`src/rtl/reset_seq_pkg.sv`:
```
// Shared types and default parameters for the reset release sequencer.
// Imported by reset_release_seq and its rstb_filter sub-module.
package reset_seq_pkg;

  typedef enum logic [1:0] {
    HOLD    = 2'd0,
    RELEASE = 2'd1,
    RUN     = 2'd2,
    ASSERT  = 2'd3
  } seq_state_e;

  localparam int DEF_N_STAGES    = 4;
  localparam int DEF_STAGE_DELAY = 8;
  localparam int DEF_SYNC_STAGES = 2;
  localparam int DEF_FILT_CYCLES = 4;

endpackage

```
`src/rtl/reset_release_seq_rstb_filter.sv`:
```
// Pad-input synchronizer plus debounce: the filtered output only changes after
// the synchronized input has disagreed with it for FILT_CYCLES cycles in a row.
module rstb_filter
  import reset_seq_pkg::*;
#(
  parameter int SYNC_STAGES = DEF_SYNC_STAGES,
  parameter int FILT_CYCLES = DEF_FILT_CYCLES
) (
  input  logic clk,
  input  logic rst_n,
  input  logic pad_i,
  output logic filt_o
);

  localparam int CW = $clog2(FILT_CYCLES) + 1;

  logic [SYNC_STAGES-1:0] sync_q;
  logic                   filt_q, filt_d;
  logic [CW-1:0]          cnt_q, cnt_d;

  // Chain presets high so the debounce window opens as soon as reset lifts;
  // the filtered output itself still starts asserted and must be qualified.
  always_ff @(posedge clk or negedge rst_n) begin
    if (!rst_n) begin
      sync_q <= '1;
      filt_q <= 1'b0;
      cnt_q  <= '0;
    end else begin
      sync_q <= {sync_q[SYNC_STAGES-2:0], pad_i};
      filt_q <= filt_d;
      cnt_q  <= cnt_d;
    end
  end

  always_comb begin
    filt_d = filt_q;
    cnt_d  = '0;
    if (sync_q[SYNC_STAGES-1] != filt_q) begin
      if (cnt_q == CW'(FILT_CYCLES - 1)) begin
        filt_d = ~filt_q;
      end else begin
        cnt_d = cnt_q + 1'b1;
      end
    end
  end

  assign filt_o = filt_q;

endmodule

```
`src/rtl/reset_release_seq.sv`:
```
// Releases N_STAGES active-low domain resets in order with STAGE_DELAY spacing
// after POR and a debounced pad reset; re-asserts them in reverse order.
module reset_release_seq
  import reset_seq_pkg::*;
#(
  parameter int N_STAGES    = DEF_N_STAGES,
  parameter int STAGE_DELAY = DEF_STAGE_DELAY,
  parameter int SYNC_STAGES = DEF_SYNC_STAGES,
  parameter int FILT_CYCLES = DEF_FILT_CYCLES
) (
  input  logic                clk,
  input  logic                porb_l,
  input  logic                rstb_in,
  input  logic                sw_rst_req,
  output logic                sw_rst_ack,
  output logic [N_STAGES-1:0] rstb_out,
  output logic                seq_done,
  output logic                busy
);

  localparam int CNT_W = $clog2(STAGE_DELAY) + 1;
  localparam int IDX_W = $clog2(N_STAGES);

  logic [SYNC_STAGES-1:0] por_sync_q;
  logic                   por_sync;
  logic                   filt_rstb;

  seq_state_e          state_q, state_d;
  logic [IDX_W-1:0]    idx_q, idx_d;
  logic [CNT_W-1:0]    cnt_q, cnt_d;
  logic [N_STAGES-1:0] rstb_out_q, rstb_out_d;
  logic                seq_done_q, seq_done_d;
  logic                ack_q, ack_d;

  always_ff @(posedge clk or negedge porb_l) begin
    if (!porb_l) begin
      por_sync_q <= '0;
    end else begin
      por_sync_q <= {por_sync_q[SYNC_STAGES-2:0], 1'b1};
    end
  end

  assign por_sync = por_sync_q[SYNC_STAGES-1];

  rstb_filter #(
    .SYNC_STAGES(SYNC_STAGES),
    .FILT_CYCLES(FILT_CYCLES)
  ) u_rstb_filter (
    .clk   (clk),
    .rst_n (porb_l),
    .pad_i (rstb_in),
    .filt_o(filt_rstb)
  );

  always_ff @(posedge clk or negedge porb_l) begin
    if (!porb_l) begin
      state_q    <= HOLD;
      idx_q      <= '0;
      cnt_q      <= '0;
      rstb_out_q <= '0;
      seq_done_q <= 1'b0;
      ack_q      <= 1'b0;
    end else begin
      state_q    <= state_d;
      idx_q      <= idx_d;
      cnt_q      <= cnt_d;
      rstb_out_q <= rstb_out_d;
      seq_done_q <= seq_done_d;
      ack_q      <= ack_d;
    end
  end

  // Releases shift a 1 in from bit 0 and assertion shifts right, so the
  // output stays thermometer-coded in every state.
  always_comb begin
    state_d    = state_q;
    idx_d      = idx_q;
    cnt_d      = cnt_q;
    rstb_out_d = rstb_out_q;
    seq_done_d = seq_done_q;
    ack_d      = 1'b0;
    case (state_q)
      HOLD: begin
        rstb_out_d = '0;
        seq_done_d = 1'b0;
        if (por_sync && filt_rstb) begin
          state_d = RELEASE;
          idx_d   = '0;
          cnt_d   = CNT_W'(STAGE_DELAY - 1);
        end
      end
      RELEASE: begin
        if (!filt_rstb) begin
          state_d = ASSERT;
        end else if (cnt_q == '0) begin
          rstb_out_d = {rstb_out_q[N_STAGES-2:0], 1'b1};
          cnt_d      = CNT_W'(STAGE_DELAY - 1);
          if (idx_q == IDX_W'(N_STAGES - 1)) begin
            state_d    = RUN;
            seq_done_d = 1'b1;
          end else begin
            idx_d = idx_q + 1'b1;
          end
        end else begin
          cnt_d = cnt_q - 1'b1;
        end
      end
      RUN: begin
        if (!filt_rstb) begin
          state_d    = ASSERT;
          seq_done_d = 1'b0;
        end else if (sw_rst_req) begin
          state_d    = ASSERT;
          seq_done_d = 1'b0;
          ack_d      = 1'b1;
        end
      end
      ASSERT: begin
        if (rstb_out_q == '0) begin
          state_d = HOLD;
        end else begin
          rstb_out_d = rstb_out_q >> 1;
        end
      end
      default: state_d = HOLD;
    endcase
  end

  always_comb begin
    busy       = (state_q == RELEASE) || (state_q == ASSERT);
    rstb_out   = rstb_out_q;
    seq_done   = seq_done_q;
    sw_rst_ack = ack_q;
  end

endmodule

```
`config.mk`:
```
export PLATFORM = sky130hd
export DESIGN_NAME = reset_release_seq
export DESIGN_NICKNAME = d
export VERILOG_FILES = /design/src/rtl/reset_seq_pkg.sv /design/src/rtl/reset_release_seq_rstb_filter.sv /design/src/rtl/reset_release_seq.sv
export SDC_FILE = /design/constraint.sdc
export NUM_CORES = 1
export LEC_CHECK = 0
export BUFFER_PORTS_ARGS = -buffer_cell sky130_fd_sc_hd__buf_2
export CORE_MARGIN = 2
export CORE_UTILIZATION = 57
export CTS_CLUSTER_DIAMETER = 40
export DETAILED_ROUTE_END_ITERATION = 6
export HOLD_SLACK_MARGIN = 0.03
export PLACE_DENSITY = 0.88
export SKIP_CTS_REPAIR_TIMING = 1
export SLEW_MARGIN = 10
export SYNTH_ARGS = -nofsm -noshare
export SYNTH_HDL_FRONTEND = slang
export SYNTH_SLANG_ARGS = --single-unit
```
`constraint.sdc`:
```
create_clock -name clk -period 2.2 [get_ports clk]
set_input_delay 0.11 -clock clk [delete_from_list [all_inputs] [get_ports clk]]
set_output_delay 0.11 -clock clk [all_outputs]
set_load 0.1 [all_outputs]
```
-- After elaboration in Yosys (flattened, before gate mapping)
Cells that the tools add are included.
- bitwise gates (word level): 1
- add/subtract/negate cells: 3
- equality and inequality tests: 16
- reduce and logical (&&, ||, !) cells: 14
- muxes and demuxes: 32
- operators with widths (operator ; number):
    two-way mux 4 bit ; 6
    two-way mux 2 bit ; 11
    AND reduction 5 bit ; 3
    != test 2 bit (second input constant) ; 6
    case mux 4 bit (3 select lines) ; 1
    != test 3 bit (second input constant) ; 3
    logical NOT 4 bit ; 2
    two-way mux 1 bit ; 8
    case mux 2 bit (4 select lines) ; 1
    case mux 4 bit (2 select lines) ; 1
    equality test 2 bit (second input constant) ; 3
    two-way mux 3 bit ; 2
    nonzero test 3 bit ; 2
    case mux 2 bit (2 select lines) ; 1
    AND reduction 4 bit ; 1
    subtractor 4 x 1 -> 4 bit (second input constant) ; 1
    adder 3 x 1 -> 3 bit (second input constant) ; 1
    equality test 3 x 2 -> 1 bit (second input constant) ; 1
    case mux 1 bit (3 select lines) ; 1
    AND reduction 3 bit ; 1
    adder 2 x 1 -> 2 bit (second input constant) ; 1
    equality test 2 x 1 -> 1 bit (second input constant) ; 1
    logical NOT 2 bit ; 1
    != test 2 x 1 -> 1 bit (second input constant) ; 1
    6 further kinds ; 6
- word-level logic and storage cells: 76
- input port bits: 4
- flip-flop bits (word level): 22

-- Longest topological paths before layout
Gate-level depths: netlist (run 1).
- depth in word-level cells: 5
- mapped depth: 7
- mapped depth without buffers: 5

-- Modules after synthesis
Synthesis (run 1) repeated with hierarchy kept, for this count alone.
- cells, all modules: 105
- area, all modules: 1214.9 µm²
- modules (own cells, without submodules) (module ; area each (µm²) ; times used ; cells each ; seq. area each (µm²)):
    reset_release_seq ; 983.4 ; 1 ; 92 ; 400.4
    rstb_filter ; 231.5 ; 1 ; 13 ; 152.6

-- Worst setup path before layout (run 1)
Ideal clock, no wire load.
- path kind: flip-flop to flip-flop
- start: register state_q[1]
- end: register rstb_out_q[3] (netlist: rstb_out[3])
- data required time: 2077 ps
- buffers on the path: 1
- clock period less this slack: 1972 ps
- arrival: 1849 ps
- slack: 228 ps
- stages on the path, launching flop included: 7
- library setup time: 123 ps
- cell sequence: dfrtp_1 > inv_1 > ha_1 > buf_4 > or2_1 > o22ai_1 > a32o_1
- word-level cells in the longest chain between the ends: 3
- RTL lines (item ; RTL line ; source):
    start: declaration ; reset_release_seq.sv:28 ; seq_state_e state_q, state_d;
    start signal: assignment ; reset_release_seq.sv:64 ; state_q <= state_d;
    equality test 2 bit, or another cell as far along ; reset_release_seq.sv:82 ; case (state_q)
    != test 2 bit (no source line), or another cell as far along ; n/a ;
    AND reduction 4 bit (no source line) ; n/a ;
    end signal: assignment ; reset_release_seq.sv:67 ; rstb_out_q <= rstb_out_d;
    end: declaration ; reset_release_seq.sv:31 ; logic [N_STAGES-1:0] rstb_out_q, rstb_out_d;
Several ways; a longest one is shown, not always the timed one.
A chain may end at the register's enable or synchronous reset.

-- Final worst setup path (run 1)
- start: register state_q[1]
- end: output port busy
- word-level cells in the longest chain between the ends: 2
- RTL lines (item ; RTL line ; source):
    equality test 2 x 1 -> 1 bit / equality test 2 bit (equally long branches) ; reset_release_seq.sv:130 ; busy = (state_q == RELEASE) || (state_q == ASSERT);
    logical OR 1 bit (*) ; reset_release_seq.sv:130 ;
    end: declaration ; reset_release_seq.sv:18 ; output logic busy
Mark *: on every way between the ends. The rest lies on a longest branch, timed or not.

==> results of run 1 <==
## Yosys cell counts, drive strengths merged (2+ instances only)
| cell | n |
|---|---|
| a21oi | 3 |
| a22o | 2 |
| a2bb2oi | 2 |
| and4bb | 2 |
| buf | 4 |
| dfrtp | 20 |
| dfstp | 2 |
| ha | 8 |
| inv | 10 |
| mux2 | 5 |
| nand2 | 2 |
| nand3 | 3 |
| nor2b | 3 |
| nor3 | 3 |
| o2111ai | 4 |
| o211a | 2 |
| o211ai | 4 |
| o22ai | 2 |
## layer usage
metal / global-route usage / wire length, microns / vias to the layer above
met1: 0.230 / 935 / 415
met4: 0.0509 / 17 / 0
met3: 0.0576 / 112 / 4
li1: - / - / 414
met5: 0 / 0 / -
met2: 0.272 / 968 / 23
## final cells by class
class,count,area share
multi-input combinational,67,0.437
sequential,22,0.413
timing repair buffer,13,0.0579
inverter,10,0.0280
tap,27,0.0252
clock inverter,1,0.0224
clock buffer,3,0.0168
## critical path, cell delays in order (launching register included)
cell     delay (ps)
dfrtp_1         440
inv_1           120
ha_2            360
or2_1           180
buf_2           430
## report_power, final
part           switching [uW]  total (uW)  internal (uW)
clock network             120         304            184
registers                 138         662            524
logic                     711        1080            371
total                     969        2050           1080
## stage by stage
step	area (sq um)	hold slack (ps)	power, uW	utilization
after floorplan	1210	-186	1580	-
after global placement	1260	84.5	1700	0.638
after detailed placement	1260	93.0	1740	0.638
after CTS	1320	-260	2050	0.665
after global routing	1340	41.9	2180	0.676
final	1340	46.8	2050	0.676
## state kept, by name (all words and copies together), names as in the netlist
| name | count |
|---|---|
| cnt_q | 4 |
| rstb_out | 4 |
| u_rstb_filter.cnt_q | 3 |
| idx_q | 2 |
| por_sync_q | 2 |
| state_q | 2 |
| u_rstb_filter.sync_q | 2 |
| seq_done | 1 |
| sw_rst_ack | 1 |
| u_rstb_filter.filt_o | 1 |
## worst max path at each step
stage,endpoint,cells past startpoint,slack [ps],from
3_3_place_gp,rstb_out[1],5,370,state_q[1]
4_1_cts,busy,4,110,state_q[1]
5_1_grt,busy,4,140,state_q[1]
3_5_place_dp,rstb_out[1],5,240,state_q[1]
6_report,busy,4,260,state_q[1]
2_1_floorplan,rstb_out[3],6,230,state_q[1]
## kinds of logic after synthesis
kind of cell | count (synthesis) | share of synthesized area
muxes | 6 | 0.0547
xor gates and xnor gates | 1 | 0.00723
adders and majority gates | 8 | 0.0826
DFF | 22 | 0.457
other | 1 | 0.00310
buffers and inverters | 15 | 0.0620
AOI/OAI and AO/OA | 27 | 0.189
and+or+nand+nor | 24 | 0.145
==> impl_metrics.toml, run 1 <==
[outcome]
outcome = "complete, no violations"

[floorplan]
dieWidth_microns = 50.1
ios = 11
dieArea_sq_mm = 0.00251
die_h_microns = 50.1
core_sq_mm = 0.00198
start_util = 0.611
rows = 16

[hold_path]
hold_depth = 2
worstHoldStart = "sw_rst_req"
holdPathEnd = "sw_rst_ack"
hold_class = "input pin to flop"

[global_routing]
grt_pass1_wl_microns = 3350
grt_max_degree = 23
grt_usage = 0.175
antenna_found_initial = 0
gr-total-overflow = 0
grt_pass1_vias = 782

[synth]
synth-edff-count = 0
ys_async_sr_fraction = 1.00
yosysWarnings = 0
synth_area_leaders = "dfrtp_1, ha_1, dfstp_2, inv_1, o2111ai_1"
synthCells = 104
synth.top_cell.area_share = 0.413
yosys.cell_types.count = 45
synth_top_area_cell = "dfrtp_1"
synth.avg_cell_area_sq_um = 11.6
seq_area_frac_synth = 0.457
synth-main-ff-cell = "dfrtp_1"
synth_nets = 116
synth.ff_latch_count = 22
syn_area_sq_mm = 0.00121

[cts]
cts_buffers = 3
cts_root_buf = "clkbuf_4"
cts_tree = "done"
htree_levels = 1
clock_latency_ps = 310
clkTransAtPathRegs_ps = 120
clock-sinks = 22
clockBufferDepth = 2

[timing]
clock.fmax_ghz = 0.515
fin_ws_ps = 258
setup_tns_ps = 0
setup_viol = 0
skew_ps = 10.5
hold_violations = 0
final_max_slew_viol_count = 0
layout_min_cycle_time_ps = 1940
rsz0062_at_grt = "false"
post-route-period-util = 0.883

[routing]
postRouteAntennaNets = 0
drc_errors = 0
wl_per_cell_microns = 14.2
dr_total_vias = 856
dr.pass1.iters = 4
viasPerCell = 5.99
wirelength_microns = 2030
first_iter_violations = 22

[finish]
layout_common_cells = "dfrtp_1, inv_1, buf_2, ha_1"
diodes = 0
seqCellArea_sq_um = 553
num-fill-cells = 141
design.final.nets = 129
final_common_cell = "dfrtp_1"
drive_gt1_frac = 0.224
fin_cells = 143
multi_input_area_sq_um = 586
syn2layout_area_growth_pct = 10.6

[place]
dp_slack_ps = 236
gp_congestion = 0.781
dpl.hpwl_microns = 1430
placed_cells = 137
portBuffers = 10

[critical_path]
worst_setup_path_start_kind = "flop"
crit_type = "flop to output port"
worstReg2RegStart = "state_q[1]"
endpoint_kind = "output port"
reg2reg_to = "rstb_out[1]"
r2r_slack_ps = 390
r2r_cells = 5
crit_fanout = 17
arrival_ps = 1830
cp.required_ps = 2090

[power]
powerDensity_mw_per_mm2 = 1530
p_leak_uw = 0.000627
vdd_drop_max_mv = 1.09

[job]
max-cap-violations = 0
No activity file was read; power rests on OpenSTA's default activity.
==> run 2, diff against run 1 <==
CORE_UTILIZATION = 60   (was 57)
CTS_BUF_LIST = sky130_fd_sc_hd__clkbuf_8   (was default)
PLACE_DENSITY = 0.91   (was 0.88)
==> run 2 against run 1 <==
Net effect:
- clock-buffer cell count is 1 higher
- cell area unchanged
- routed wire length increased by 7.7%
- first-iteration DRC count down 32%
- register-to-register slack got worse by 160 ps
- sequential power barely moved
- largest cell class unchanged
==> impl_metrics.toml, run 2 (synthesized netlist as in run 1, its figures left out) <==
[outcome]
outcome = "complete, no violations"

[finish]
fin_cells = 143
layout_common_cells = "dfrtp_1, inv_1, buf_2, ha_1"
diodes = 0
num-fill-cells = 147
drive_gt1_frac = 0.216
syn2layout_area_growth_pct = 10.6
final_common_cell = "dfrtp_1"
design.final.nets = 129

[global_routing]
antenna_found_initial = 0
gr-total-overflow = 0
grt_usage = 0.207
grt_pass1_vias = 842
grt_max_degree = 23
grt_pass1_wl_microns = 3800

[timing]
rsz0062_at_grt = "false"
setup_viol = 0
maxSlewHeadroom = 0.663
final_max_slew_viol_count = 0
setup_tns_ps = 0
fin_ws_ps = 178
clock.fmax_ghz = 0.494
skew_ps = 6.03
post-route-period-util = 0.919
hold_violations = 0
tightest_slew_ps = 505
layout_min_cycle_time_ps = 2020

[power]
total_power_uw = 2040
p_leak_uw = 0.000629
powerDensity_mw_per_mm2 = 1520
vdd_drop_max_mv = 1.01

[critical_path]
reg2reg_to = "rstb_out[2]"
cp.required_ps = 2090
arrival_ps = 1910
r2r_cells = 5
crit_fanout = 17
endpoint_kind = "output port"
worstReg2RegStart = "state_q[1]"
worst_setup_path_start_kind = "flop"
r2r_slack_ps = 230
crit_type = "flop to output port"

[place]
gp_congestion = 0.776
placed_cells = 137
dp_slack_ps = 238
dpl.hpwl_microns = 1590
portBuffers = 10

[hold_path]
hold_class = "input pin to flop"
worstHoldStart = "sw_rst_req"
holdPathEnd = "sw_rst_ack"
hold_depth = 2

[cts]
cts_buffers = 3
clockBufferDepth = 2
clkTransAtPathRegs_ps = 80
clock_latency_ps = 260
clock-sinks = 22
cts_tree = "done"
cts_root_buf = "clkbuf_8"
htree_levels = 1

[routing]
dr.pass1.iters = 4
first_iter_violations = 15
viasPerCell = 6.10
drc_errors = 0
dr_total_vias = 873
wirelength_microns = 2190
wl_per_cell_microns = 15.3
postRouteAntennaNets = 0

[floorplan]
die_h_microns = 48.9
rows = 16
core_sq_mm = 0.00194
start_util = 0.624
ios = 11
dieArea_sq_mm = 0.00239
dieWidth_microns = 48.9

[job]
max-cap-violations = 0
-- run 2: changes by cell type in the layout (fill, tap and decap cells not counted) --
cell	delta
bufinv_16	-1
clkbuf_4	-3
clkbuf_8	+4
ha_1	+1
ha_2	-1
-- run 2: worst max-delay path, cell delays in order (launching register included) --
cell     delay, ps
dfrtp_1        430
inv_1          120
ha_1           480
or2_1          190
buf_2          430
-- run 2: how the worst max path moves through the flow --
stage,start,to,cells past startpoint
floorplan,state_q[1],rstb_out[3],6
global placement,state_q[1],rstb_out[2],5
detailed placement,state_q[1],rstb_out[2],5
CTS,state_q[1],busy,4
global route,state_q[1],busy,4
finish,state_q[1],busy,4
-- run 2: routing by layer --
layer  share of wire  up-vias  track usage
li1                -      414            -
met1            0.43      437        0.244
met2            0.53       18        0.384
met3           0.027        4       0.0276
met4           0.013        0       0.0714
met5               0        -            0
-- run 2: per-stage QoR --
stage / hold WS (ps) / utilization / area (sq um)
6_report: 102 / 0.690 / 1340
5_1_grt: 114 / 0.690 / 1340
3_3_place_gp: 86.1 / 0.651 / 1260
3_5_place_dp: 90.7 / 0.651 / 1260
4_1_cts: -194 / 0.680 / 1320
2_1_floorplan: -186 / - / 1210
-- run 2: area by class of cell --
| cell class | count | area [sq um] | area share |
|---|---|---|---|
| clock buffer | 4 | 55.1 | 0.0411 |
| sequential | 22 | 553 | 0.413 |
| multi-input combinational | 67 | 583 | 0.435 |
| tap | 27 | 33.8 | 0.0252 |
| inverter | 10 | 37.5 | 0.0280 |
| timing repair buffer | 13 | 77.6 | 0.0579 |
-- run 2: power by group --
| group | internal, uW | switching (uW) | leakage [uW] | total (uW) |
|---|---|---|---|---|
| Sequential | 525 | 139 | 0.000270 | 664 |
| Clock | 159 | 126 | 0.0000288 | 286 |
| Combinational | 369 | 719 | 0.000331 | 1090 |
| Total | 1050 | 984 | 0.000629 | 2040 |
==> run 3, diff against run 2 <==
CORE_ASPECT_RATIO = 0.9   (was default)
TNS_END_PERCENT = 10   (was default)
==> run 3 against run 2 <==
Net effect:
- core utilization increased by 0.47 points
- largest cell class unchanged
- sequential share of layout area increased by 0.31 points
- sequential power increased by 3.9%
- final cell count decreased by 2.1%
- clock power decreased by 2%
- worst setup slack got worse by 12 ps
- global-route usage increased by 1.3 points
- non-clock buffer count decreased by 1
- critical path depth unchanged
- critical endpoint unchanged
- fmax decreased by 0.61%
==> impl_metrics.toml, run 3 (synthesized netlist as in run 1, its figures left out) <==
[cts]
clock-sinks = 22
cts_buffers = 3
clkTransAtPathRegs_ps = 80
htree_levels = 1
clock_latency_ps = 260
clockBufferDepth = 2
cts_root_buf = "clkbuf_8"
cts_tree = "done"

[critical_path]
endpoint_kind = "output port"
crit_type = "flop to output port"
worst_setup_path_start_kind = "flop"
arrival_ps = 1920
cp.required_ps = 2090
crit_fanout = 17
r2r_slack_ps = 200

[timing]
rsz0062_at_grt = "false"
post-route-period-util = 0.925
skew_ps = 7.61
setup_tns_ps = 0
setup_viol = 0
hold_violations = 0
layout_min_cycle_time_ps = 2030
tightest_slew_ps = 522
final_max_slew_viol_count = 0
fin_ws_ps = 165
whs_ps = 116
maxSlewHeadroom = 0.652
clock.fmax_ghz = 0.491

[power]
pwr-share-seq = 0.340
powerDensity_mw_per_mm2 = 1530
combPwrFrac = 0.522
vdd_drop_max_mv = 0.985
switching_power_uw = 990
p_clk_frac = 0.138
p_leak_uw = 0.000625
p_int_uw = 1040
switching_share = 0.487

[floorplan]
dieWidth_microns = 51.4
ios = 11
core_sq_mm = 0.00191
dieArea_sq_mm = 0.00239
rows = 15
start_util = 0.633
die_h_microns = 46.6

[routing]
wirelength_microns = 2180
dr.pass1.iters = 5
first_iter_violations = 19
dr_total_vias = 887
postRouteAntennaNets = 0
viasPerCell = 6.34
wl_per_cell_microns = 15.5
drc_errors = 0

[place]
place_area_sq_mm = 0.00125
portBuffers = 10
gp_congestion = 0.777
dp_slack_ps = 218
dpl.hpwl_microns = 1550

[finish]
num-fill-cells = 148
diodes = 0
final_cell_area_sq_mm = 0.00133
drive_gt1_frac = 0.209
layout_common_cells = "dfrtp_1, inv_1, buf_2, ha_1"
final_core_utilization = 0.695
syn2layout_area_growth_pct = 9.81
final_common_cell = "dfrtp_1"
design.final.nets = 128

[global_routing]
grt_max_degree = 23
antenna_found_initial = 0
grt_pass1_vias = 834
gr-total-overflow = 0
grt_pass1_wl_microns = 3710
grt_usage = 0.220

[job]
max-cap-violations = 0

[hold_path]
hold_class = "input pin to flop"

[outcome]
outcome = "complete, no violations"
run 3: final timing paths:
path | from | end | depth (start not counted)
hold / removal | sw_rst_req | sw_rst_ack | 2
hold reg to reg | por_sync_q[0] | por_sync_q[1] | 0
setup reg to reg | state_q[1] | rstb_out[2] | 5
setup / recovery | state_q[1] | busy | 4
max in group asynchronous | porb_l | u_rstb_filter.sync_q[0] | 2
min in group asynchronous | porb_l | rstb_out[0] | 2
run 3: critical path, stage by stage (launching register included):
cell and delay (ps):
dfrtp_1 420, inv_1 110, ha_1 490, or2_1 210
buf_2 430
run 3: final cells by class:
class | instances | area (sq um) | share of cell area
sequential | 22 | 553 | 0.416
tap | 25 | 31.3 | 0.0235
clock buffer | 4 | 55.1 | 0.0414
timing repair buffer | 12 | 70.1 | 0.0527
inverter | 10 | 37.5 | 0.0282
multi-input combinational | 67 | 583 | 0.438
run 3: power by group through the flow:
stage | clock [uW] | combinational, uW | sequential [uW]
2_1_floorplan | 0 | 760 | 819
3_3_place_gp | 0 | 1000 | 681
3_5_place_dp | 0 | 1050 | 691
4_1_cts | 288 | 1060 | 684
5_1_grt | 305 | 1150 | 711
6_report | 281 | 1060 | 690
run 3: through the flow:
step / cells / power (uW)
floorplan: 104 / 1580
global placement: 134 / 1680
detailed placement: 134 / 1740
CTS: 138 / 2030
global route: 140 / 2170
finish: 140 / 2030
run 3: per-layer routing:
| layer | global-route usage | vias to the layer above | wire (microns) |
|---|---|---|---|
| li1 | - | 416 | - |
| met1 | 0.258 | 439 | 955 |
| met2 | 0.364 | 24 | 1040 |
| met3 | 0.0649 | 8 | 119 |
| met4 | 0.126 | 0 | 62 |
| met5 | 0 | - | 0 |
